### src/rtl/adder_pkg.sv
// Shared types and elaboration helpers for the serial N-bit adder.
package adder_pkg;

    typedef enum logic [1:0] {
        IDLE = 2'd0,
        RUN  = 2'd1,
        DONE = 2'd2
    } adder_state_t;

    function automatic int adder_nchunk(input int width, input int chunk);
        return width / chunk;
    endfunction

    function automatic bit adder_cfg_ok(input int width, input int chunk);
        return (chunk >= 1) && (chunk <= width) && ((width % chunk) == 0);
    endfunction

    // A single-chunk configuration still needs a 1-bit counter.
    function automatic int adder_cnt_w(input int nchunk);
        return (nchunk > 1) ? $clog2(nchunk) : 1;
    endfunction

endpackage

### src/rtl/adder_chunk.sv
// Combinational CHUNK-bit ripple-carry adder slice.
module adder_chunk #(
    parameter int CHUNK = 4
) (
    input  logic [CHUNK-1:0] x,
    input  logic [CHUNK-1:0] y,
    input  logic             ci,
    output logic [CHUNK-1:0] s,
    output logic             co
);

    logic c;

    // NOTE: blocking assignments here are intentional; c is a ripple temporary
    // that each loop iteration must see updated immediately.
    always_comb begin
        s = '0;
        c = ci;
        for (int i = 0; i < CHUNK; i++) begin
            s[i] = x[i] ^ y[i] ^ c;
            c    = (x[i] & y[i]) | (c & (x[i] ^ y[i]));
        end
        co = c;
    end

endmodule

### src/rtl/adder_nbit_serial.sv
// Multi-cycle WIDTH-bit adder, CHUNK bits per clock, valid/ready on both sides.
// Optional signed-overflow output enabled by defining ADDER_SERIAL_OVF_EN.
module adder_nbit_serial
    import adder_pkg::*;
#(
    parameter int WIDTH = 16,
    parameter int CHUNK = 4
) (
    input  logic             clk,
    input  logic             rst,
    input  logic             in_valid,
    output logic             in_ready,
    input  logic [WIDTH-1:0] a,
    input  logic [WIDTH-1:0] b,
    input  logic             cin,
    output logic             out_valid,
    input  logic             out_ready,
    output logic [WIDTH-1:0] sum,
    output logic             cout
`ifdef ADDER_SERIAL_OVF_EN
    ,
    output logic             ovf
`endif
);

    localparam int NCHUNK = adder_nchunk(WIDTH, CHUNK);
    localparam int CNT_W  = adder_cnt_w(NCHUNK);

    if (!adder_cfg_ok(WIDTH, CHUNK)) begin : g_cfg_err
        $error("adder_nbit_serial: WIDTH must be a multiple of CHUNK with 1 <= CHUNK <= WIDTH");
    end

    adder_state_t     state_q, state_d;
    logic [WIDTH-1:0] a_q, a_d, b_q, b_d, sum_q, sum_d;
    logic             carry_q, carry_d, out_valid_q, out_valid_d;
    logic [CNT_W-1:0] cnt_q, cnt_d;

    logic [CHUNK-1:0]       chunk_s;
    logic                   chunk_co;
    logic [WIDTH+CHUNK-1:0] sum_shift;
    logic                   load;
    logic                   last_chunk;

    adder_chunk #(.CHUNK(CHUNK)) u_chunk (
        .x  (a_q[CHUNK-1:0]),
        .y  (b_q[CHUNK-1:0]),
        .ci (carry_q),
        .s  (chunk_s),
        .co (chunk_co)
    );

    // New chunk enters at the MSB end; after NCHUNK steps chunk 0 sits at the LSBs.
    assign sum_shift  = {chunk_s, sum_q};
    assign last_chunk = (cnt_q == CNT_W'(NCHUNK - 1));

    always_comb begin
        state_d     = state_q;
        a_d         = a_q;
        b_d         = b_q;
        sum_d       = sum_q;
        carry_d     = carry_q;
        cnt_d       = cnt_q;
        out_valid_d = out_valid_q;
        in_ready    = 1'b0;
        load        = 1'b0;

        case (state_q)
            IDLE: begin
                in_ready = 1'b1;
                load     = in_valid;
            end
            RUN: begin
                sum_d   = sum_shift[WIDTH+CHUNK-1:CHUNK];
                carry_d = chunk_co;
                a_d     = a_q >> CHUNK;
                b_d     = b_q >> CHUNK;
                cnt_d   = cnt_q + 1'b1;
                if (last_chunk) begin
                    state_d     = DONE;
                    out_valid_d = 1'b1;
                end
            end
            DONE: begin
                in_ready = out_ready;
                if (out_ready) begin
                    out_valid_d = 1'b0;
                    state_d     = IDLE;
                    load        = in_valid;
                end
            end
            default: state_d = IDLE;
        endcase

        if (load) begin
            a_d     = a;
            b_d     = b;
            carry_d = cin;
            cnt_d   = '0;
            state_d = RUN;
        end
    end

    // NOTE: every register here is a small datapath flop, not a memory, so all
    // of them are cleared by the asynchronous reset.
    always_ff @(posedge clk or posedge rst) begin
        if (rst) begin
            state_q     <= IDLE;
            a_q         <= '0;
            b_q         <= '0;
            sum_q       <= '0;
            carry_q     <= 1'b0;
            cnt_q       <= '0;
            out_valid_q <= 1'b0;
        end else begin
            state_q     <= state_d;
            a_q         <= a_d;
            b_q         <= b_d;
            sum_q       <= sum_d;
            carry_q     <= carry_d;
            cnt_q       <= cnt_d;
            out_valid_q <= out_valid_d;
        end
    end

    assign sum       = sum_q;
    assign cout      = carry_q;
    assign out_valid = out_valid_q;

`ifdef ADDER_SERIAL_OVF_EN
    logic a_msb_q, a_msb_d, b_msb_q, b_msb_d, ovf_q, ovf_d;

    always_comb begin
        a_msb_d = a_msb_q;
        b_msb_d = b_msb_q;
        ovf_d   = ovf_q;
        if (load) begin
            a_msb_d = a[WIDTH-1];
            b_msb_d = b[WIDTH-1];
        end
        // The final chunk's top bit is the sum MSB.
        if (state_q == RUN && last_chunk) begin
            ovf_d = (a_msb_q == b_msb_q) && (chunk_s[CHUNK-1] != a_msb_q);
        end
    end

    always_ff @(posedge clk or posedge rst) begin
        if (rst) begin
            a_msb_q <= 1'b0;
            b_msb_q <= 1'b0;
            ovf_q   <= 1'b0;
        end else begin
            a_msb_q <= a_msb_d;
            b_msb_q <= b_msb_d;
            ovf_q   <= ovf_d;
        end
    end

    assign ovf = ovf_q;
`endif

endmodule

### config.mk
export PLATFORM = sky130hd
export DESIGN_NAME = adder_nbit_serial
export DESIGN_NICKNAME = d
export VERILOG_FILES = /design/src/rtl/adder_pkg.sv /design/src/rtl/adder_chunk.sv /design/src/rtl/adder_nbit_serial.sv
export SDC_FILE = /design/constraint.sdc
export NUM_CORES = 1
export LEC_CHECK = 0
export BUFFER_PORTS_ARGS = -buffer_cell sky130_fd_sc_hd__clkbuf_2
export CAP_MARGIN = 20
export CORE_ASPECT_RATIO = 1.5
export CORE_MARGIN = 2
export CORE_UTILIZATION = 58
export DETAILED_ROUTE_END_ITERATION = 10
export GPL_ROUTABILITY_DRIVEN = 0
export PLACE_DENSITY = 0.84
export SLEW_MARGIN = 20
export SYNTH_ARGS = -nofsm -noshare
export SYNTH_HDL_FRONTEND = slang
export SYNTH_HIERARCHICAL = 1
export SYNTH_SLANG_ARGS = --single-unit
### constraint.sdc
create_clock -name clk -period 6.8 [get_ports clk]
set_clock_uncertainty 0.05 [all_clocks]
set_input_delay 0.68 -clock clk [delete_from_list [all_inputs] [get_ports clk]]
set_output_delay 0.68 -clock clk [all_outputs]
set_load 0.05 [all_outputs]
Word level (Yosys, flattened, before mapping):

Index checks and enable logic that the tools add are counted.

* equal/unequal tests: 8
* bitwise operators: 20
* add/sub/neg operators: 1
* multiplexer cells: 18
* reduce and logical (&&, ||, !) cells: 5

Operators by type and width (number)
* $mux W16: 4
* $mux W2: 5
* $and A1 B1 Y1: 8
* $xor A1 B1 Y1: 8
* $ne A2 B2 Y1 const B: 3
* $ne A3 B3 Y1 const B: 2
* $pmux W1 S2: 3
* $pmux W2 S3: 1
* $reduce_and A3 Y1: 2
* $mux W1: 5
* $eq A2 B2 Y1 const B: 2
* $or A1 B1 Y1: 4
* $reduce_bool A2 Y1: 2
* $add A2 B1 Y2 const B: 1
* $eq A2 B1 Y1 const B: 1
* $logic_not A2 Y1: 1

* output and inout port bits: 19
* flip-flop bits (word level): 54

Longest topological paths before layout:

Gate-level depths: netlist of run 1.

* depth after elaboration: 11
* depth in mapped cells: 10
* mapped depth without buffers: 10

Modules after synthesis:

Netlist of run 1, hierarchy kept.

By module, submodules not included
* adder_nbit_serial: instances 1, cells each 207, area an instance 2548.7 um2
* adder_chunk: instances 1, cells each 14, area an instance 117.6 um2

Worst setup path before layout of run 1:

OpenSTA, ideal clock, no wires.

* kind: flip-flop to flip-flop
* start point: register carry_q (netlist: cout)
* end point: register carry_q (netlist: cout)
* data required time: 6.625 ns
* path buffers: 0
* arrival: 2.326 ns
* period minus slack after synthesis: 2.501 ns
* path slack: 4.299 ns
* cell stages (with the launch flop): 11
* path through: dfrtp_1 -> fa_1 -> inv_1 -> fa_1 -> inv_1 -> fa_1 -> inv_1 -> fa_1 -> inv_1 -> mux2_4 -> mux2_4

* cells in the longest elaborated chain, start to end: 10

Ends and longest elaborated chain
* start: declaration: line adder_nbit_serial.sv:35 `logic carry_q, carry_d, out_valid_q, out_valid_d;`
* start signal: assignment: line adder_nbit_serial.sv:119 `carry_q <= carry_d;`
* $and A1 B1 Y1: line adder_chunk.sv:21 `c = (x[i] & y[i]) | (c & (x[i] ^ y[i]));`
* $or A1 B1 Y1: line adder_chunk.sv:21
* $and A1 B1 Y1: line adder_chunk.sv:21
* $or A1 B1 Y1: line adder_chunk.sv:21
* $and A1 B1 Y1: line adder_chunk.sv:21
* $or A1 B1 Y1: line adder_chunk.sv:21
* $and A1 B1 Y1: line adder_chunk.sv:21
* $or A1 B1 Y1: line adder_chunk.sv:21
* net chunk_co: line adder_nbit_serial.sv:39 `logic chunk_co;`
* $mux W1: line adder_nbit_serial.sv:67 `case (state_q)`
* $mux W1: line adder_nbit_serial.sv:94 `if (load) begin`

The timed path passes the listed nets, and every way through them passes these cells. The select of a mux whose other input is x is not followed.
A chain may end at the register's enable or synchronous reset.

Worst setup path after layout of run 1:

* start point: register b_q[0]
* end point: register carry_q (netlist: cout)

* cells in the longest elaborated chain, start to end: 11
* elaborated cells between the ends (all ways): 12
* those cells by class: mux (2); bitwise (10)

Ends and longest elaborated chain
* start: declaration: line adder_nbit_serial.sv:34 `logic [WIDTH-1:0] a_q, a_d, b_q, b_d, sum_q, sum_d;`
* start signal: assignment: line adder_nbit_serial.sv:109 `b_q <= '0;`
* start signal: assignment: line adder_nbit_serial.sv:117 `b_q <= b_d;`
* $xor A1 B1 Y1: line adder_chunk.sv:21
* $and A1 B1 Y1: line adder_chunk.sv:21
* $or A1 B1 Y1 (*): line adder_chunk.sv:21
* $and A1 B1 Y1 (*): line adder_chunk.sv:21
* $or A1 B1 Y1 (*): line adder_chunk.sv:21
* $and A1 B1 Y1 (*): line adder_chunk.sv:21
* $or A1 B1 Y1 (*): line adder_chunk.sv:21
* $and A1 B1 Y1 (*): line adder_chunk.sv:21
* $or A1 B1 Y1 (*): line adder_chunk.sv:21
* net chunk_co: line adder_nbit_serial.sv:39
* $mux W1 (*): line adder_nbit_serial.sv:67
* $mux W1 (*): line adder_nbit_serial.sv:94

The timed path passes the listed nets; every way through them passes the cells marked *. The select of a mux whose other input is x is not followed.

==> results_dict.tcl, run 1 <==
set metrics [dict create \
    synthCells 221 \
    p_total_w 0.00163 \
    cts_buffers 5 \
    drive_above_1_share_pct 42.3 \
    cts_tree "built" \
    slew_violations 0 \
    rsz0062_at_grt "false" \
    rr_worst_depth 10 \
    synthesis.area_sq_mm 0.00267 \
    status "completed" \
    ys_warn_count 6 \
    grt_pass1_vias 1717 \
    cts_resized 0 \
    fin_crit_sh_pct 35.8 \
    power.leakage_nw 1.68 \
    wl_per_cell_microns 13.5 \
    hpwl_microns 2970 \
    num-fill-cells 353 \
    fin_ws_ns 4.36 \
    path_class "reg -> reg" \
    layout_commonest_cell "nand2_1" \
    post_drt_via_cell_ratio 5.18 \
    grt_max_degree 55 \
    yosys.area.top_type_share_pct 50.7 \
    antenna_left 0 \
    finalSetupViolCount 0 \
    num_rows 30 \
    drtIter0Drc 70 \
    worstSetupStartpointType "register" \
    boundaryPins 56 \
    route.detailed.drc 0 \
    final_cell_mix "nand2_1, clkbuf_2, dfrtp_1" \
    worstMarginPinSlew_ns 0.705 \
    peakVddDrop_v 0.000276 \
    yosys.area.top_type "dfrtp_1" \
    pre_cts_ws_ns 4.40 \
    htree_levels 2 \
    hp-class "in -> async" \
    synth_seq_cells 54 \
    power_density_mw_per_mm2 543 \
    cp_max_fo 2 \
    postCtsHoldBufs 0 \
    dieArea_sq_mm 0.00517 \
    drv_cap 0 \
    fmaxAchievable_mhz 411 \
    die_w_microns 59.4 \
    finalSetupTns_ns 0 \
    port_buffers 55 \
    ys_top_cells_by_area "dfrtp_1, mux2_4, mux2_2" \
    nNetsFinal 315 \
    die_h_microns 87.0 \
    yosysUniqueCellTypes 22 \
    crit_arrival_ns 2.57 \
    core_area_sq_mm 0.00447 \
    synth_fp_nets 263 \
    gr-total-overflow 0 \
    cts_setup_buffers 0 \
    antennaDiodeCount 0 \
    syn_area_per_cell_sq_um 12.1 \
    vias 1667 \
    clkTransAtPathRegs_ns 0.09 \
    yosysSeqAreaShare_pct 50.7 \
    antenna_found_initial 0 \
    clock-sinks 54 \
    cts-root-buf "clkbuf_8" \
    slew_headroom_pct 52.9 \
    synthToLayoutAreaGrowth_pct 12.6 \
    cp_data_required_time_ns 6.94 \
    grtUsageTotal_pct 18.7 \
    cts.path.max_buffers 2 \
    clk_latency_ns 0.30 \
    hold_viol 0 \
    drt_first_pass_iters 4 \
    crit_path_end_kind "register" \
    period_needed_ns 2.44 \
    grt_first_pass_wirelength_microns 7350 \
    initial_core_util_pct 59.7 \
    routed_wl_microns 4360 \
]
area by class of cell:
type	count	area, sq um	area share [%]
Multi-Input combinational cell	137	1140	38.1
Tap cell	48	60.1	2.00
Timing Repair Buffer	56	283	9.42
Inverter	19	73.8	2.46
Clock buffer	7	86.3	2.88
Clock inverter	1	5.00	0.167
Sequential cell	54	1350	45.0
final timing paths:
kind                       startpoint        end  slack [ns]
hold reg to reg                sum[2]     sum[2]        0.43
max in group asynchronous         rst     sum[3]        5.85
min in group clk               sum[2]     sum[2]        0.43
setup / recovery               b_q[0]       cout        4.36
hold / removal                    rst  out_valid        0.40
setup reg to reg               b_q[0]       cout        4.36
power by group:
group	internal [W]	leakage [nW]	switching (W)	total, W
sequential	0.000471	0.682	0.0000949	0.000566
clock	0.0000824	0.0482	0.0000989	0.000181
combinational	0.000394	0.948	0.000489	0.000883
registers in the layout, indices dropped and copies added, names as in the netlist:
signal / flops
a_q: 16
b_q: 16
sum: 16
cnt_q: 2
state_q: 2
cout: 1
out_valid: 1
cell families (layout without fill, tap and decap cells):
family,after synthesis,after routing,share of synthesized area [%]
simple gates,68,68,10.8
mux,58,58,27.2
flops,54,54,50.7
buf+inv,30,83,6.48
fa+ha+maj,5,5,3.47
compound gates,5,5,1.03
xor+xnor,1,1,0.329
routing by layer:
layer,global-route usage [%],up-vias,routed length [microns]
li1,-,807,-
met1,20.5,818,1790
met5,0,-,0
met3,4.46,5,179
met2,35.0,37,2350
met4,4.75,0,44
through the flow:
stage                     instance area [sq um]  instances  utilization, %  hold slack, ns
final                                      3000        322            67.2           0.403
after global routing                       3000        322            67.2           0.457
after CTS                                  3000        322            67.2           0.434
after detailed placement                   2910        314            65.2           0.412
after global placement                     2910        314            65.1           0.408
after floorplan                            2670        221               -           0.449
synthesized netlist by cell type, drive strengths merged:
library cell / n
nand3b: 1
a21boi: 1
mux2i: 8
and2b: 1
xnor2: 1
inv: 19
buf: 11
nor2b: 2
ha: 1
nand2: 60
fa: 4
mux2: 50
dfrtp: 54
a21oi: 2
nor2: 2
nand2b: 2
o21ai: 2
critical path: stages (launching register included):
cell and delay [ns]:
dfrtp_1 0.41, fa_1 0.43, inv_1 0.08, fa_1 0.17, inv_1 0.06, fa_1 0.35, inv_1 0.08, fa_1 0.15
inv_1 0.04, mux2_4 0.26, mux2_4 0.25
(Power assumes the default switching activity.)
==> run 2, diff against run 1 <==
CORE_UTILIZATION = 54   (was 58)
PLACE_DENSITY = 0.79   (was 0.84)
clock period = 2.55 ns   (was 6.8 ns; I/O delays follow)
==> run 2 against run 1 <==
Compared with the run above:
- non-clock buffer count up 2
- register-to-register slack worse by 4.2 ns
- via count up 0.36%
- core utilization down 3.1 points
- sequential share of layout area down 1.2 points
- count of clock-buffer cells in the layout down 2
- combinational power rose to 2.6 times the previous value
- first-iteration DRC count up 24%
==> results_dict.tcl, run 2 (same netlist as run 1, synthesis figures left out) <==
set metrics [dict create \
    status "completed" \
    grt_use_met1_pct 19.1 \
    initial_core_util_pct 55.4 \
    grt_first_pass_wirelength_microns 7250 \
    route.detailed.drc 0 \
    antennaDiodeCount 0 \
    use_met3_pct 3.17 \
    slowest_stage "dfrtp_1" \
    gr-total-overflow 0 \
    cts.path.max_buffers 2 \
    slew_violations 0 \
    reg2reg_from "b_q[0]" \
    cp_cell_sequence "fa_1 -> inv_1 -> fa_1 -> inv_1 -> fa_1 -> inv_1 -> fa_1 -> inv_1 -> mux2_4 -> mux2_4" \
    rsz0062_at_grt "false" \
    nNetsFinal 317 \
    worstMarginPinSlew_ns 0.655 \
    layout_commonest_cell "nand2_1" \
    final_cell_mix "nand2_1, clkbuf_2, dfrtp_1" \
    drt_first_pass_iters 4 \
    clkTransAtPathRegs_ns 0.10 \
    boundaryPins 56 \
    wl_per_cell_microns 12.7 \
    antenna_found_initial 0 \
    dp.cells 334 \
    die_h_microns 90.1 \
    worstReg2RegEnd "cout" \
    postCtsHoldBufs 0 \
    peakVddDrop_v 0.000665 \
    drv_cap 0 \
    num-fill-cells 432 \
    power.leakage_nw 1.71 \
    cts-root-buf "clkbuf_8" \
    fmaxAchievable_mhz 414 \
    path_class "reg -> reg" \
    dieArea_sq_mm 0.00553 \
    drive_above_1_share_pct 43.1 \
    critPathMaxStageDelay_ns 0.42 \
    fin_crit_sh_pct 94.6 \
    cts_setup_buffers 0 \
    port_buffers 55 \
    grt_busiest_layer "met2" \
    drtIter0Drc 87 \
    routed_wl_microns 4340 \
    grt_max_degree 55 \
    cts_tree "built" \
    crit_arrival_ns 2.56 \
    grt_pass1_vias 1727 \
    met2_usage_pct 30.8 \
    crit_path_end_kind "register" \
    period_needed_ns 2.41 \
    finalSetupViolCount 0 \
    cp_data_required_time_ns 2.70 \
    clock-sinks 54 \
    post_drt_via_cell_ratio 4.89 \
    vias 1673 \
    hp-class "in -> async" \
    power_density_mw_per_mm2 1460 \
    hpwl_microns 3050 \
    cp_max_fo 2 \
    htree_levels 2 \
    grtUsageTotal_pct 17.2 \
    slew_headroom_pct 56.3 \
    cts_resized 0 \
    synthToLayoutAreaGrowth_pct 15.6 \
    worstSetupStartpointType "register" \
    rr_worst_depth 10 \
    antenna_left 0 \
    core_area_sq_mm 0.00481 \
    stdcell_count 342 \
    cts_buffers 5 \
    finalSetupTns_ns 0 \
    hold_viol 0 \
    clk_latency_ns 0.30 \
    num_rows 31 \
    r2r_slack_ns 0.14 \
    die_w_microns 61.4 \
]
[run 2: per-layer routing]
layer,part of all wire (%),up-vias
met5,0,-
met3,4.3,7
met4,1.9,0
li1,-,812
met2,54,40
met1,40,814
[run 2: metrics by stage]
stage | hold WS (ns) | cell area (sq um) | worst slack, ns | util [%] | power [W]
finish | 0.0535 | 3080 | 0.136 | 64.1 | 0.00451
global route | 0.0599 | 3080 | 0.0387 | 64.1 | 0.00485
CTS | 0.0645 | 3080 | 0.126 | 64.1 | 0.00457
detailed placement | 0.401 | 2950 | 0.154 | 61.2 | 0.00389
global placement | 0.399 | 2950 | 0.214 | 61.2 | 0.00381
floorplan | 0.287 | 2670 | 0.0485 | - | 0.00355
[run 2: power by group]
group	switching (W)	internal (W)	leakage, nW	total (W)
Combinational	0.00128	0.00105	0.958	0.00233
Clock	0.000272	0.000393	0.0683	0.000665
Sequential	0.000259	0.00126	0.682	0.00152
Total	0.00181	0.00270	1.71	0.00451
[run 2: layout make-up]
cell class | instances | area (sq um) | area share [%]
inverter | 19 | 71.3 | 2.31
sequential | 54 | 1350 | 43.8
multi-input combinational | 137 | 1140 | 37.1
timing repair buffer | 58 | 298 | 9.66
tap | 66 | 82.6 | 2.68
clock inverter | 3 | 68.8 | 2.23
clock buffer | 5 | 68.8 | 2.23
[run 2: worst max-delay path: cells and delay by family (launching register included)]
kind,cells,cell delay (ns)
adders and majority gates,4,1.07
muxes,2,0.52
DFF,1,0.42
buffers and inverters,4,0.24
[run 2: how the worst max path moves through the flow]
stage | end | slack [ns] | from
floorplan | cout | 0.05 | cout
global placement | cout | 0.21 | b_q[0]
detailed placement | cout | 0.15 | b_q[0]
CTS | cout | 0.13 | b_q[0]
global route | cout | 0.04 | b_q[0]
finish | cout | 0.14 | b_q[0]
==> run 3, diff against run 2 <==
CORE_UTILIZATION = 49   (was 54)
PLACE_DENSITY = 0.76   (was 0.79)
clock period = 2.2 ns   (was 2.55 ns; I/O delays follow)
==> run 3 against run 2 <==
Compared with the run above:
- the run now ends with negative setup slack left
- setup slack lost 0.25 ns
- fmax grew 4.1%
- final cell count grew 1.5%
- global-route usage shrank 1.5 points
- non-clock buffer count grew 3
- sequential share of layout area shrank 0.12 points
==> results_dict.tcl, run 3 (same netlist as run 1, synthesis figures left out) <==
set metrics [dict create \
    status "finished, violations left" \
    violations "negative setup slack" \
    fin_ws_ns -0.117 \
    cp_cell_sequence "fa_2 -> inv_2 -> fa_1 -> inv_1 -> fa_2 -> inv_2 -> fa_1 -> inv_1 -> mux2_4 -> mux2_4" \
    clock-sinks 54 \
    cts_tree "built" \
    vias 1670 \
    initial_core_util_pct 51.2 \
    critPathMaxStageDelay_ns 0.42 \
    cp_data_required_time_ns 2.35 \
    grtUsageTotal_pct 15.7 \
    fin_crit_sh_pct 105 \
    worstSetupStartpointType "register" \
    drive_above_1_share_pct 45.2 \
    grt_pass1_vias 1601 \
    worstReg2RegEnd "cout" \
    grt_first_pass_wirelength_microns 7270 \
    grt_max_degree 41 \
    num_rows 32 \
    slowest_stage "dfrtp_1" \
    nNetsFinal 320 \
    period_needed_ns 2.32 \
    cts.path.max_buffers 2 \
    crit_family "adder cells" \
    fmaxAchievable_mhz 432 \
    clk_latency_ns 0.30 \
    hold_viol 0 \
    hpwl_microns 3110 \
    path_class "reg -> reg" \
    worstMarginPinSlew_ns 0.536 \
    path_buf_inv 4 \
    finalSetupViolCount 1 \
    fin_area_sq_mm 0.00309 \
    htree_levels 2 \
    wl_per_cell_microns 12.6 \
    reg2reg_from "b_q[0]" \
    drv_cap 0 \
    hold-worst-slack_ns 0.0332 \
    rsz0062_at_grt "true" \
    die_h_microns 94.3 \
    rr_worst_depth 10 \
    crit_path_end_kind "register" \
    slew_violations 0 \
    die_w_microns 64.2 \
    slew_headroom_pct 64.3 \
    route.detailed.drc 0 \
    r2r_slack_ns -0.12 \
    cts_buffers 5 \
    crit_start "b_q[0]" \
    dieArea_sq_mm 0.00606 \
    layout_commonest_cell "nand2_1" \
    antenna_left 0 \
    path_depth 10 \
    power.leakage_nw 1.70 \
    antenna_found_initial 0 \
    drt_first_pass_iters 4 \
    crit_arrival_ns 2.47 \
    critPathCapture "cout" \
    core_area_sq_mm 0.00520 \
    routed_wl_microns 4360 \
    post_drt_via_cell_ratio 4.81 \
    drtIter0Drc 60 \
    final_cell_mix "nand2_1, clkbuf_2, dfrtp_1" \
    p_total_w 0.00508 \
    cp_max_fo 2 \
    gr-total-overflow 0 \
    placed_cell_area_sq_mm 0.00299 \
    power_density_mw_per_mm2 1640 \
    synthToLayoutAreaGrowth_pct 16.0 \
    hp-class "in -> reg" \
    peakVddDrop_v 0.000567 \
    cts-root-buf "clkbuf_8" \
    antennaDiodeCount 0 \
    boundaryPins 56 \
    port_buffers 55 \
    clkTransAtPathRegs_ns 0.10 \
]
==> run 3: cell types whose count changed in the layout (fill, tap and decap cells not counted), sizes merged <==
cell,previous run,this run
buf,3,5
clkinvlp,0,1
dlygate4sd3,0,1
clkinv,1,2
bufinv,2,0
==> run 3: cell type report <==
| cell class | instances | area [sq um] |
|---|---|---|
| tap | 68 | 85.1 |
| inverter | 19 | 71.3 |
| multi-input combinational | 137 | 1150 |
| fill | 467 | 2110 |
| clock inverter | 3 | 21.3 |
| clock buffer | 5 | 68.8 |
| timing repair buffer | 61 | 348 |
| sequential | 54 | 1350 |
==> run 3: stage by stage <==
| step | TNS (ns) | std cells | worst slack [ns] | utilization, % |
|---|---|---|---|---|
| after floorplan | -0.170 | 221 | -0.170 | - |
| after global placement | -0.0953 | 338 | -0.0953 | 57.5 |
| after detailed placement | -0.182 | 338 | -0.182 | 57.5 |
| after CTS | -0.135 | 347 | -0.135 | 59.4 |
| after global routing | -0.233 | 347 | -0.211 | 59.4 |
| final | -0.117 | 347 | -0.117 | 59.4 |
==> run 3: worst min path at each step <==
stage,end,depth (start not counted),slack [ns],from
final,cnt_q[0],2,0.03,in_valid
after global routing,cnt_q[0],2,0.02,in_valid
after CTS,cnt_q[0],2,0.02,in_valid
after detailed placement,out_valid,2,0.24,rst
after global placement,out_valid,2,0.22,rst
after floorplan,cnt_q[0],1,0.25,in_valid
==> run 3: what timing repair did <==
action | in CTS | in global routing
pin swaps | 0 | 0
endpoints found under the hold margin | 23 | 0
hold buffers | 1 | 0
resized for setup | 3 | 0
endpoints found under the setup margin | 2 | 2
buffers inserted | 0 | 0
==> run 3: layer usage <==
layer,GRT usage [%],part of all wire [%],up-vias
met4,5.32,1.0,0
met3,3.69,4.3,4
met5,0,0,-
met2,27.8,52,54
met1,18.7,42,792
li1,-,-,820
==> run 3: power breakdown <==
part	switching, W	internal (W)
logic	0.00150	0.00128
clock network	0.000325	0.000224
registers	0.000290	0.00146
